==> src/rtl/mux_scan_sequencer_if.sv <==
// Signal bundle between a requester and the mux scan sequencer, including the mux-side
// data/select lines and the readback from the mux output.
interface mux_scan_sequencer_if;
  logic       START;
  logic       ABORT;
  logic       DIR;
  logic [7:0] D;
  logic       O;
  logic       I7, I6, I5, I4, I3, I2, I1, I0;
  logic       S2, S1, S0;
  logic       BUSY;
  logic       BIT_VALID;
  logic       DONE;
  logic       ERR;

  modport master (
    output START, ABORT, DIR, D, O,
    input  I7, I6, I5, I4, I3, I2, I1, I0, S2, S1, S0, BUSY, BIT_VALID, DONE, ERR
  );

  modport slave (
    input  START, ABORT, DIR, D, O,
    output I7, I6, I5, I4, I3, I2, I1, I0, S2, S1, S0, BUSY, BIT_VALID, DONE, ERR
  );
endinterface

==> src/rtl/mux_scan_sequencer.sv <==
// Serializes a captured byte through an 8-to-1 mux by stepping its select lines, and checks
// the mux output readback against the captured word.
module mux_scan_sequencer #(
  parameter int unsigned BIT_CYCLES = 1
) (
  input  logic                 CLK,
  input  logic                 RST_N,
  mux_scan_sequencer_if.slave  bus
);

  localparam int unsigned     CntW   = $clog2(BIT_CYCLES) + 1;
  localparam logic [CntW-1:0] CntMax = CntW'(BIT_CYCLES - 1);

  typedef enum logic [1:0] {
    StIdle,
    StShift,
    StDone
  } state_e;

  state_e          state_q, state_d;
  logic [7:0]      data_q, data_d;
  logic [2:0]      sel_q, sel_d;
  logic            dir_q, dir_d;
  logic [CntW-1:0] cnt_q, cnt_d;
  logic            err_q, err_d;

  logic start_ok;
  logic hold_end;
  logic last_idx;
  logic strobe;

  always_comb begin
    start_ok = bus.START & ~bus.ABORT;
    hold_end = (cnt_q == CntMax);
    last_idx = dir_q ? (sel_q == 3'd0) : (sel_q == 3'd7);
    strobe   = (state_q == StShift) && (cnt_q == '0);
  end

  always_comb begin
    state_d = state_q;
    data_d  = data_q;
    sel_d   = sel_q;
    dir_d   = dir_q;
    cnt_d   = cnt_q;
    err_d   = err_q;
    unique case (state_q)
      StIdle, StDone: begin
        if (start_ok) begin
          state_d = StShift;
          data_d  = bus.D;
          dir_d   = bus.DIR;
          sel_d   = bus.DIR ? 3'd7 : 3'd0;
          cnt_d   = '0;
          err_d   = 1'b0;
        end else begin
          state_d = StIdle;
          sel_d   = 3'd0;
        end
      end
      StShift: begin
        if (bus.ABORT) begin
          // Captured word and ERR survive an abort; only the scan position is dropped.
          state_d = StIdle;
          sel_d   = 3'd0;
          cnt_d   = '0;
        end else begin
          if (strobe && (bus.O != data_q[sel_q])) begin
            err_d = 1'b1;
          end
          if (hold_end) begin
            cnt_d = '0;
            if (last_idx) begin
              state_d = StDone;
            end else begin
              sel_d = dir_q ? (sel_q - 3'd1) : (sel_q + 3'd1);
            end
          end else begin
            cnt_d = cnt_q + 1'b1;
          end
        end
      end
      default: begin
        state_d = StIdle;
        sel_d   = 3'd0;
      end
    endcase
  end

  always_ff @(posedge CLK or negedge RST_N) begin
    if (!RST_N) begin
      state_q <= StIdle;
      data_q  <= 8'd0;
      sel_q   <= 3'd0;
      dir_q   <= 1'b0;
      cnt_q   <= '0;
      err_q   <= 1'b0;
    end else begin
      state_q <= state_d;
      data_q  <= data_d;
      sel_q   <= sel_d;
      dir_q   <= dir_d;
      cnt_q   <= cnt_d;
      err_q   <= err_d;
    end
  end

  assign bus.I0 = data_q[0];
  assign bus.I1 = data_q[1];
  assign bus.I2 = data_q[2];
  assign bus.I3 = data_q[3];
  assign bus.I4 = data_q[4];
  assign bus.I5 = data_q[5];
  assign bus.I6 = data_q[6];
  assign bus.I7 = data_q[7];

  assign bus.S2 = sel_q[2];
  assign bus.S1 = sel_q[1];
  assign bus.S0 = sel_q[0];

  assign bus.BUSY      = (state_q == StShift);
  assign bus.BIT_VALID = strobe;
  assign bus.DONE      = (state_q == StDone);
  assign bus.ERR       = err_q;

endmodule

==> src/flat_wrapper.sv <==
// flat-port wrapper written by rule: the top's interface ports become plain ports
module mux_scan_sequencer_flat 
#(
  parameter int unsigned BIT_CYCLES = 1
)
  (CLK, RST_N, bus_START, bus_ABORT, bus_DIR, bus_D, bus_O, bus_I7, bus_I6, bus_I5, bus_I4, bus_I3, bus_I2, bus_I1, bus_I0, bus_S2, bus_S1, bus_S0, bus_BUSY, bus_BIT_VALID, bus_DONE, bus_ERR);
  mux_scan_sequencer_if bus_i ();
  input  logic CLK;
  input  logic RST_N;
  input wire logic [$bits(bus_i.START)-1:0] bus_START;
  input wire logic [$bits(bus_i.ABORT)-1:0] bus_ABORT;
  input wire logic [$bits(bus_i.DIR)-1:0] bus_DIR;
  input wire logic [$bits(bus_i.D)-1:0] bus_D;
  input wire logic [$bits(bus_i.O)-1:0] bus_O;
  output wire logic [$bits(bus_i.I7)-1:0] bus_I7;
  output wire logic [$bits(bus_i.I6)-1:0] bus_I6;
  output wire logic [$bits(bus_i.I5)-1:0] bus_I5;
  output wire logic [$bits(bus_i.I4)-1:0] bus_I4;
  output wire logic [$bits(bus_i.I3)-1:0] bus_I3;
  output wire logic [$bits(bus_i.I2)-1:0] bus_I2;
  output wire logic [$bits(bus_i.I1)-1:0] bus_I1;
  output wire logic [$bits(bus_i.I0)-1:0] bus_I0;
  output wire logic [$bits(bus_i.S2)-1:0] bus_S2;
  output wire logic [$bits(bus_i.S1)-1:0] bus_S1;
  output wire logic [$bits(bus_i.S0)-1:0] bus_S0;
  output wire logic [$bits(bus_i.BUSY)-1:0] bus_BUSY;
  output wire logic [$bits(bus_i.BIT_VALID)-1:0] bus_BIT_VALID;
  output wire logic [$bits(bus_i.DONE)-1:0] bus_DONE;
  output wire logic [$bits(bus_i.ERR)-1:0] bus_ERR;
  assign bus_i.START = bus_START;
  assign bus_i.ABORT = bus_ABORT;
  assign bus_i.DIR = bus_DIR;
  assign bus_i.D = bus_D;
  assign bus_i.O = bus_O;
  assign bus_I7 = bus_i.I7;
  assign bus_I6 = bus_i.I6;
  assign bus_I5 = bus_i.I5;
  assign bus_I4 = bus_i.I4;
  assign bus_I3 = bus_i.I3;
  assign bus_I2 = bus_i.I2;
  assign bus_I1 = bus_i.I1;
  assign bus_I0 = bus_i.I0;
  assign bus_S2 = bus_i.S2;
  assign bus_S1 = bus_i.S1;
  assign bus_S0 = bus_i.S0;
  assign bus_BUSY = bus_i.BUSY;
  assign bus_BIT_VALID = bus_i.BIT_VALID;
  assign bus_DONE = bus_i.DONE;
  assign bus_ERR = bus_i.ERR;
  mux_scan_sequencer #(.BIT_CYCLES(BIT_CYCLES)) u_core (.CLK(CLK), .RST_N(RST_N), .bus(bus_i));
endmodule
==> config.mk <==
export PLATFORM = sky130hd
export DESIGN_NAME = mux_scan_sequencer_flat
export DESIGN_NICKNAME = d
export VERILOG_FILES = /design/src/rtl/mux_scan_sequencer_if.sv /design/src/rtl/mux_scan_sequencer.sv /design/src/flat_wrapper.sv
export SDC_FILE = /design/constraint.sdc
export NUM_CORES = 1
export LEC_CHECK = 0
export ABC_AREA = 0
export BUFFER_PORTS_ARGS = -buffer_cell sky130_fd_sc_hd__buf_2
export CORE_MARGIN = 4
export CORE_UTILIZATION = 50
export DETAILED_ROUTE_END_ITERATION = 8
export PLACE_DENSITY_LB_ADDON = 0.05
export RECOVER_POWER = 50
export SETUP_SLACK_MARGIN = 0.15
export SYNTH_ARGS = -nofsm -noshare
export SYNTH_HDL_FRONTEND = slang
export SYNTH_SLANG_ARGS = --single-unit
==> constraint.sdc <==
create_clock -name CLK -period 4.1 [get_ports CLK]
set_clock_uncertainty 0.1 [all_clocks]
set_input_delay 1.23 -clock CLK [delete_from_list [all_inputs] [get_ports CLK]]
set_output_delay 1.23 -clock CLK [all_outputs]
set_load 0.02 [all_outputs]
==> results.txt, run 1 <==
Core area - 1350 µm²
Setup CP Type - in -> reg
Num ports - 29
Final Slew Violations - 0
Final cell count without fillers - 98
Max Freq - 404.7 MHz
Utilization after layout - 66.64%
Pwr per Cell Area - 515.7 nW/µm²
Syn Area/Cell - 14.09 µm²
Relative slew margins - 37.10%
Cts hold-fix bufs - 0
Status - completed
Mapped Cells - 53
Overall power - 463.9 µW
Antenna Cells - 0
Share of cells above drive strength 1 - 44.58%
Initial antenna violation count - 0
Final period util - 60.26%
Antenna viol nets, final - 0
Crit path launch type - input pin
Vias/cell - 5.571
Placed cells - 94
Clk slew on worst S/H paths - 0.09 ns
Die area - 2176 µm²
Critical Path AT - 2.54 ns
Number of synthesized flops with an enable pin - 0
Placement row count - 13
Asr flop ratio synth - 100.0%
Post-synthesis sequential area ratio - 50.25%
GRT overflow - 0
Detailed Routing Iterations Pass 1 - 4
CTS buffer count - 3
DP Area - 893.4 µm²
Setup ws final - 1.629 ns
Leakage - 0.4199 nW
Critical Path Fanout Max - 14
First-pass GRT wire length - 2111 µm
Setup TNS - 0 ns
Port Buf Inserts - 28
Required time worst endpoint - 4.17 ns
Hold_ws - 0.4403 ns
Seq cells post-synth - 15
Top_reg_cell synth - dfrtp_1
Most frequent cells in the layout - 21 x buf_2, 15 x dfrtp_1, 9 x mux2_2, 8 x clkbuf_1
Post_cts resized - 0
Post-Route WL - 1459 µm
Critical path capture point type - flip-flop
Total global-route track usage - 13.93%
WL/cell - 14.89 µm
Yosys warnings - 0
Max cap viols - 0
H-tree Lvls - 1
Total number of vias - 546
Area growth, synth to finish - 20.44%
Largest net degree at the start of global routing - 16
Library cells used by synthesis - 24
CTS sink cnt - 15
Finished Cell Area - 899.6 µm²
Final Hold Fails - 0
Starting Density - 55.33%
Setup WS pre-CTS - 1.307 ns
Die Y - 46.65 µm
Global placer's final weighted congestion - 0.7452
CTS tree - built
Most common cell after layout, fill and taps aside - buf_2
Die X - 46.65 µm
Setup bufs post-CTS - 0
Post-Synthesis Cell Area - 747.0 µm²
Syn nets - 68
Clk_lat worst skew - 0.28 ns
First DRT Iteration DRCs - 11
# setup viols final - 0
Hold Path Class - reg -> reg
Worst Max-Slew Pin Slew - 0.9393 ns
CTS Buffer Depth - 2
Vias in the first global route - 485
Worst vdd ir - 246.8 µV
Fin crit period - 2.471 ns
RSZ-0062 raised after global routing - false
NumNets Final - 99
Root Buffer Master - clkbuf_4
Residual DRC - 0
==> logic make-up (layout without fill, tap and decap cells) <==
family	after synthesis	count (layout)	share of synthesized area, %
AO/OA/AOI/OAI	10	10	10.05
flip-flops	15	15	50.25
multiplexers	12	12	21.94
buffers and inverters	3	33	2.177
XOR/XNOR	3	3	3.518
AND/OR/NAND/NOR	9	9	9.379
adder cells (fa/ha/maj)	1	1	2.680
==> cell type report <==
type                    instances  area [µm²]
clock buffers                   4       26.28
fillers                       123       450.4
inverters                       1       3.754
multi-input cells              35       344.1
flip-flops and latches         15       375.4
well taps                      15       18.77
repair buffers                 28       131.4
==> sequential cells by signal, indices dropped and copies added, names as in the netlist <==
name / cells
u_core.sel_q: 3
u_core.data_q: 8
u_core.state_q: 2
u_core.dir_q: 1
u_core.bus.ERR: 1
==> synth_stat cells (all sizes together) (2+ instances only) <==
| library cell | n | area (µm²) |
|---|---|---|
| buf | 2 | 12.51 |
| xnor2 | 2 | 17.52 |
| a21oi | 2 | 21.27 |
| nor2b | 3 | 18.77 |
| a22oi | 2 | 15.01 |
| mux2 | 9 | 101.4 |
| mux4 | 2 | 52.55 |
| o21ai | 3 | 15.01 |
| dfrtp | 15 | 375.4 |
==> metal layers <==
metal  GRT usage [%]  part of all wire [%]
met1           17.73                    43
met2           23.63                    47
met3           3.516                   9.8
met4           3.315                     0
met5               0                     0
==> where the power goes <==
group          switching, mW  internal [mW]
registers             0.0318          0.181
logic                 0.0888         0.0783
clock network         0.0468         0.0377
total                  0.167          0.297
==> critical path, stage by stage <==
cell and delay (ns):
buf_2 0.12, nor3b_2 0.77, mux2_2 0.42
==> worst paths after layout <==
check                                         startpoint                      endpoint  slack, ns  cells past startpoint
setup reg to reg           u_core.state_q[0]$_DFFE_PN0P_  u_core.data_q[2]$_DFFE_PN0P_       2.27                      2
min in group asynchronous                          RST_N    u_core.bus.ERR$_DFFE_PN0P_       0.90                      1
setup / recovery                               bus_ABORT  u_core.data_q[2]$_DFFE_PN0P_       1.63                      3
hold / removal              u_core.data_q[3]$_DFFE_PN0P_  u_core.data_q[3]$_DFFE_PN0P_       0.44                      1
max in group asynchronous                          RST_N  u_core.data_q[6]$_DFFE_PN0P_       2.52                      1
hold reg to reg             u_core.data_q[3]$_DFFE_PN0P_  u_core.data_q[3]$_DFFE_PN0P_       0.44                      1
(Power assumes the default switching activity.)
==> run 2, diff against run 1 <==
CORE_UTILIZATION = 42   (was 50)
clock period = 2 ns   (was 4.1 ns; I/O delays follow)
==> results.txt, run 2 (synthesis gave the netlist of run 1 again) <==
Critical Path Fanout Max - 14 (unchanged)
# setup viols final - 0 (unchanged)
RSZ-0062 raised after global routing - false
Setup TNS - 0 ns (unchanged)
Port Buf Inserts - 28 (unchanged)
Most frequent cells in the layout - 27 x buf_2, 15 x dfrtp_1, 9 x mux2_2
Clk slew on worst S/H paths - 0.09 ns (about the same)
Max Freq - 565.7 MHz
First DRT Iteration DRCs - 6 (-5)
Hold Path Class - in -> async
Overall power - 962.4 µW (+110%)
Combinational share of power - 37.1% (+1.1 points)
Power share of the clock group - 17.7% (-0.5 points)
Final Hold Fails - 0 (unchanged)
Placed cells - 104 (+11%)
Total number of vias - 548 (+0.37%)
First-pass GRT wire length - 2670 µm (+26%)
Setup WS pre-CTS - 0.2391 ns (-1.068 ns)
Worst vdd ir - 717.2 µV (+190%)
Residual DRC - 0 (unchanged)
CTS buffer count - 3 (unchanged)
Most common cell after layout, fill and taps aside - buf_2
NumNets Final - 100 (+1.0%)
Global placer's final weighted congestion - 0.7854 (+5.4%)
H-tree Lvls - 1 (unchanged)
Setup CP Type - in -> reg
Critical Path AT - 1.83 ns (-0.71 ns)
Vias/cell - 5.074 (-8.9%)
Worst Max-Slew Pin Slew - 0.8016 ns (-0.1377 ns)
DP Area - 912.1 µm² (+2.1%)
Starting Density - 46.86% (-8.5 points)
Root Buffer Master - clkbuf_4
Critical path capture point type - flip-flop
Fin crit period - 1.768 ns
Clk_lat worst skew - 0.27 ns (about the same)
Post-Route WL - 1469 µm (+0.69%)
Largest Register - u_core.data_q
Largest net degree at the start of global routing - 16 (unchanged)
Status - completed
Final cell count without fillers - 108 (+10%)
Cts hold-fix bufs - 0 (unchanged)
Setup ws final - 0.2323 ns (-1.397 ns)
Die Y - 50.17 µm (+7.5%)
WL/cell - 13.60 µm (-8.6%)
Switching Fraction - 35.64% (-0.44 points)
Pwr per Cell Area - 1028 nW/µm² (+99%)
Total global-route track usage - 13.47% (-0.46 points)
Crit path launch type - input pin
Hold_ws - 0.2772 ns (-0.1631 ns)
Die X - 50.17 µm (+7.5%)
Int Power - 619.5 µW (+110%)
Switch Pwr - 343.0 µW (+100%)
Antenna viol nets, final - 0 (unchanged)
DP HPWL - 1157 µm
CTS tree - built
Leakage - 0.4396 nW (+4.7%)
Required time worst endpoint - 2.06 ns (-2.11 ns)
Die area - 2517 µm² (+16%)
Relative slew margins - 46.56% (+9.5 points)
Final period util - 88.39%
GRT overflow - 0 (unchanged)
Max cap viols - 0 (unchanged)
Share of cells above drive strength 1 - 53.57% (+9.0 points)
CTS Buffer Depth - 2 (unchanged)
Detailed Routing Iterations Pass 1 - 4 (unchanged)
Max reg flops - 8 (unchanged)
Utilization after layout - 58.71% (-7.9 points)
Largest registers - u_core.data_q: 8 flops, u_core.sel_q: 3 flops, u_core.state_q: 2 flops
Antenna Cells - 0 (unchanged)
Num ports - 29 (unchanged)
Core area - 1594 µm² (+18%)
Area growth, synth to finish - 25.29%
Finished Cell Area - 935.9 µm² (+4.0%)
Vias in the first global route - 592 (+22%)
Share of power burned in registers - 45.3% (-0.5 points)
Final Slew Violations - 0 (unchanged)
Placement row count - 14 (+1)
Initial antenna violation count - 0 (unchanged)
CTS sink cnt - 15 (unchanged)
==> run 2: critical path, cell delays in order <==
cell and delay, ns:
buf_2 0.12, nor3b_2 0.16, clkbuf_1 0.55, mux2_2 0.40
==> run 2: area by class of cell <==
type | instances | area (µm²)
fill | 139 | 658.1
sequential | 15 | 375.4
multi-input combinational | 35 | 357.8
timing repair buffer | 29 | 142.6
tap | 24 | 30.03
clock buffer | 4 | 26.28
inverter | 1 | 3.754
==> run 2: what timing repair did <==
action                     CTS  global route
resized for setup            0             1
setup buffers                0             0
setup endpoints to repair    0             2
==> run 2: power by group through the flow <==
stage / clock network, mW / registers, mW / logic, mW
after detailed placement: 0 / 0.444 / 0.362
after global routing: 0.196 / 0.453 / 0.389
after CTS: 0.177 / 0.439 / 0.362
after floorplan: 0 / 0.503 / 0.184
after global placement: 0 / 0.442 / 0.359
final: 0.170 / 0.436 / 0.357
==> run 2: per-layer routing <==
layer	vias to the layer above	share of wire [%]	global-route usage, %
met5	-	0	0
met4	0	0	1.382
met3	0	6.9	3.254
met2	22	49	23.26
met1	266	44	17.68
li1	260	-	-
==> run 2: final timing paths <==
check	endpoint	slack, ns	startpoint	depth (start not counted)
worst max-delay path	u_core.dir_q$_DFFE_PN0P_	0.23	bus_ABORT	4
worst min-delay path	u_core.data_q[4]$_DFFE_PN0P_	0.28	RST_N	1
worst max register to register	u_core.dir_q$_DFFE_PN0P_	0.25	u_core.state_q[0]$_DFFE_PN0P_	3
worst min register to register	u_core.data_q[3]$_DFFE_PN0P_	0.43	u_core.data_q[3]$_DFFE_PN0P_	1
max in group asynchronous	u_core.bus.ERR$_DFFE_PN0P_	1.02	RST_N	1
min in group CLK	u_core.data_q[3]$_DFFE_PN0P_	0.43	u_core.data_q[3]$_DFFE_PN0P_	1
==> run 3, diff against run 2 <==
ABC_AREA = default   (was 0)
CORE_MARGIN = 5   (was 4)
==> results.txt, run 3 (synthesis gave the netlist of run 1 again) <==
Status - completed
Placement row count - 15 (+1)
DP HPWL - 1130 µm (-2.4%)
Largest registers - u_core.data_q: 8 flops, u_core.sel_q: 3 flops, u_core.state_q: 2 flops
Antenna Cells - 0 (unchanged)
Post-Route WL - 1466 µm (-0.20%)
Area growth, synth to finish - 25.63%
Die Y - 52.17 µm (+4.0%)
Worst vdd ir - 458.4 µV (-36%)
WL/cell - 13.33 µm (-2.0%)
GRT overflow - 0 (unchanged)
Starting Density - 43.74% (-3.1 points)
Antenna viol nets, final - 0 (unchanged)
Final Slew Violations - 0 (unchanged)
Switch Pwr - 340.5 µW (-0.72%)
Detailed Routing Iterations Pass 1 - 4 (unchanged)
Critical path capture point type - flip-flop
NumNets Final - 101 (+1.0%)
First DRT Iteration DRCs - 6 (unchanged)
Final Hold Fails - 0 (unchanged)
Crit-path cells - buf_2, nor3b_1, clkbuf_1, mux2_2
First-pass GRT wire length - 2428 µm (-9.1%)
Total number of vias - 536 (-2.2%)
Max reg flops - 8 (unchanged)
Setup CP Type - in -> reg
Critical Path Fanout Max - 14 (unchanged)
Reg2reg path depth - 3 (unchanged)
Die area - 2722 µm² (+8.1%)
R2r endpoint - u_core.data_q[5]$_DFFE_PN0P_
Int Power - 623.8 µW (+0.71%)
Worst stage delay on the critical path - 0.56 ns (about the same)
Leakage - 0.4406 nW (+0.24%)
CTS tree - built
Largest net degree at the start of global routing - 16 (unchanged)
Combinational share of power - 37.8% (+0.7 points)
Share of power burned in registers - 44.8% (-0.5 points)
H-tree Lvls - 1 (unchanged)
Pwr per Cell Area - 1028 nW/µm² (about the same)
Crit path launch type - input pin
Finished Cell Area - 938.4 µm² (+0.27%)
Num ports - 29 (unchanged)
Total global-route track usage - 11.92% (-1.5 points)
# setup viols final - 0 (unchanged)
Residual DRC - 0 (unchanged)
Required time worst endpoint - 2.06 ns (about the same)
Max Freq - 554.9 MHz (-1.9%)
Final period util - 90.11% (+1.7 points)
Port Buf Inserts - 28 (unchanged)
Vias/cell - 4.873 (-4.0%)
DP Area - 913.4 µm² (+0.14%)
CTS sink cnt - 15 (unchanged)
Max cap viols - 0 (unchanged)
Worst Max-Slew Pin Slew - 0.7887 ns (-0.01291 ns)
Clk slew on worst S/H paths - 0.09 ns (about the same)
Critical Path AT - 1.87 ns (+0.04 ns)
Most common cell after layout, fill and taps aside - buf_2
R2R Setup Slk - 0.22 ns (-0.03 ns)
Die X - 52.17 µm (+4.0%)
Largest Register - u_core.data_q
Initial antenna violation count - 0 (unchanged)
Share of cells above drive strength 1 - 52.94% (-0.63 points)
Most frequent cells in the layout - 27 x buf_2, 14 x dfrtp_1, 9 x mux2_2
RR Startpoint - u_core.state_q[0]$_DFFE_PN0P_
CP max stage cell - clkbuf_1
RSZ-0062 raised after global routing - false
Relative slew margins - 47.42% (+0.86 points)
Core area - 1708 µm² (+7.1%)
Power share of the clock group - 17.4% (-0.3 points)
Hold Path Class - in -> async
Switching Fraction - 35.31% (-0.33 points)
CTS buffer count - 3 (unchanged)
CTS Buffer Depth - 2 (unchanged)
Fin crit period - 1.802 ns (+0.03458 ns)
Root Buffer Master - clkbuf_4
Setup TNS - 0 ns (unchanged)
Clk_lat worst skew - 0.27 ns (about the same)
Vias in the first global route - 551 (-6.9%)
Global placer's final weighted congestion - 0.7265 (-7.5%)
## run 3: changes by cell type in the layout (fill, tap and decap cells not counted), sizes merged
cell	delta
buf	+1
## run 3: area by class of cell
class | instances | area [µm²]
inverter | 1 | 3.754
timing repair buffer | 30 | 150.1
multi-input combinational | 35 | 350.3
tap | 25 | 31.28
sequential | 15 | 376.6
clock buffer | 4 | 26.28
fill | 145 | 769.5
## run 3: timing repair
item | in CTS | in global routing
hold buffers | 0 | 0
setup buffers | 0 | 1
setup endpoints to repair | 0 | 3
gates resized for setup | 0 | 1
## run 3: worst max-delay path, delay by kind of cell
family,cells,cell delay [ns]
buf+inv,2,0.67
mux,1,0.41
simple gates,1,0.18
## run 3: layer usage
metal	global-route usage (%)	vias to the layer above	share of wire (%)
met5	0	-	0
met4	2.553	0	0
met3	3.989	0	5.9
met2	19.87	15	50
met1	14.99	257	44
li1	-	264	-
## run 3: power by group through the flow
stage | clock network, mW | registers (mW) | logic [mW]
final | 0.167 | 0.432 | 0.365
after global routing | 0.196 | 0.446 | 0.392
after CTS | 0.176 | 0.435 | 0.368
after detailed placement | 0 | 0.441 | 0.366
after global placement | 0 | 0.441 | 0.365
after floorplan | 0 | 0.503 | 0.184
## run 3: worst max path at each step
stage,from,endpoint,slack [ns],cells after the start
after floorplan,u_core.sel_q[0]$_DFFE_PN0P_,u_core.bus.ERR$_DFFE_PN0P_,0.26,4
after global placement,u_core.sel_q[0]$_DFFE_PN0P_,u_core.bus.ERR$_DFFE_PN0P_,0.20,4
after detailed placement,u_core.sel_q[0]$_DFFE_PN0P_,u_core.bus.ERR$_DFFE_PN0P_,0.23,4
after CTS,u_core.state_q[0]$_DFFE_PN0P_,bus_BUSY,0.18,2
after global routing,u_core.state_q[0]$_DFFE_PN0P_,u_core.data_q[0]$_DFFE_PN0P_,0.10,3
final,bus_ABORT,u_core.data_q[5]$_DFFE_PN0P_,0.20,4
## run 3: per-stage QoR
step                setup WS [ns]  hold WS (ns)  std cells  utilization [%]  power [mW]
global route               0.1027        0.3467        110            54.95       1.034
CTS                        0.1811        0.1213        109            55.02      0.9795
detailed placement         0.2290        0.4193        105            53.48      0.8070
floorplan                  0.2551        0.2044         53                -      0.6872
finish                     0.1977        0.2761        110            54.95      0.9643
global placement           0.1978        0.4095        105            53.48      0.8065
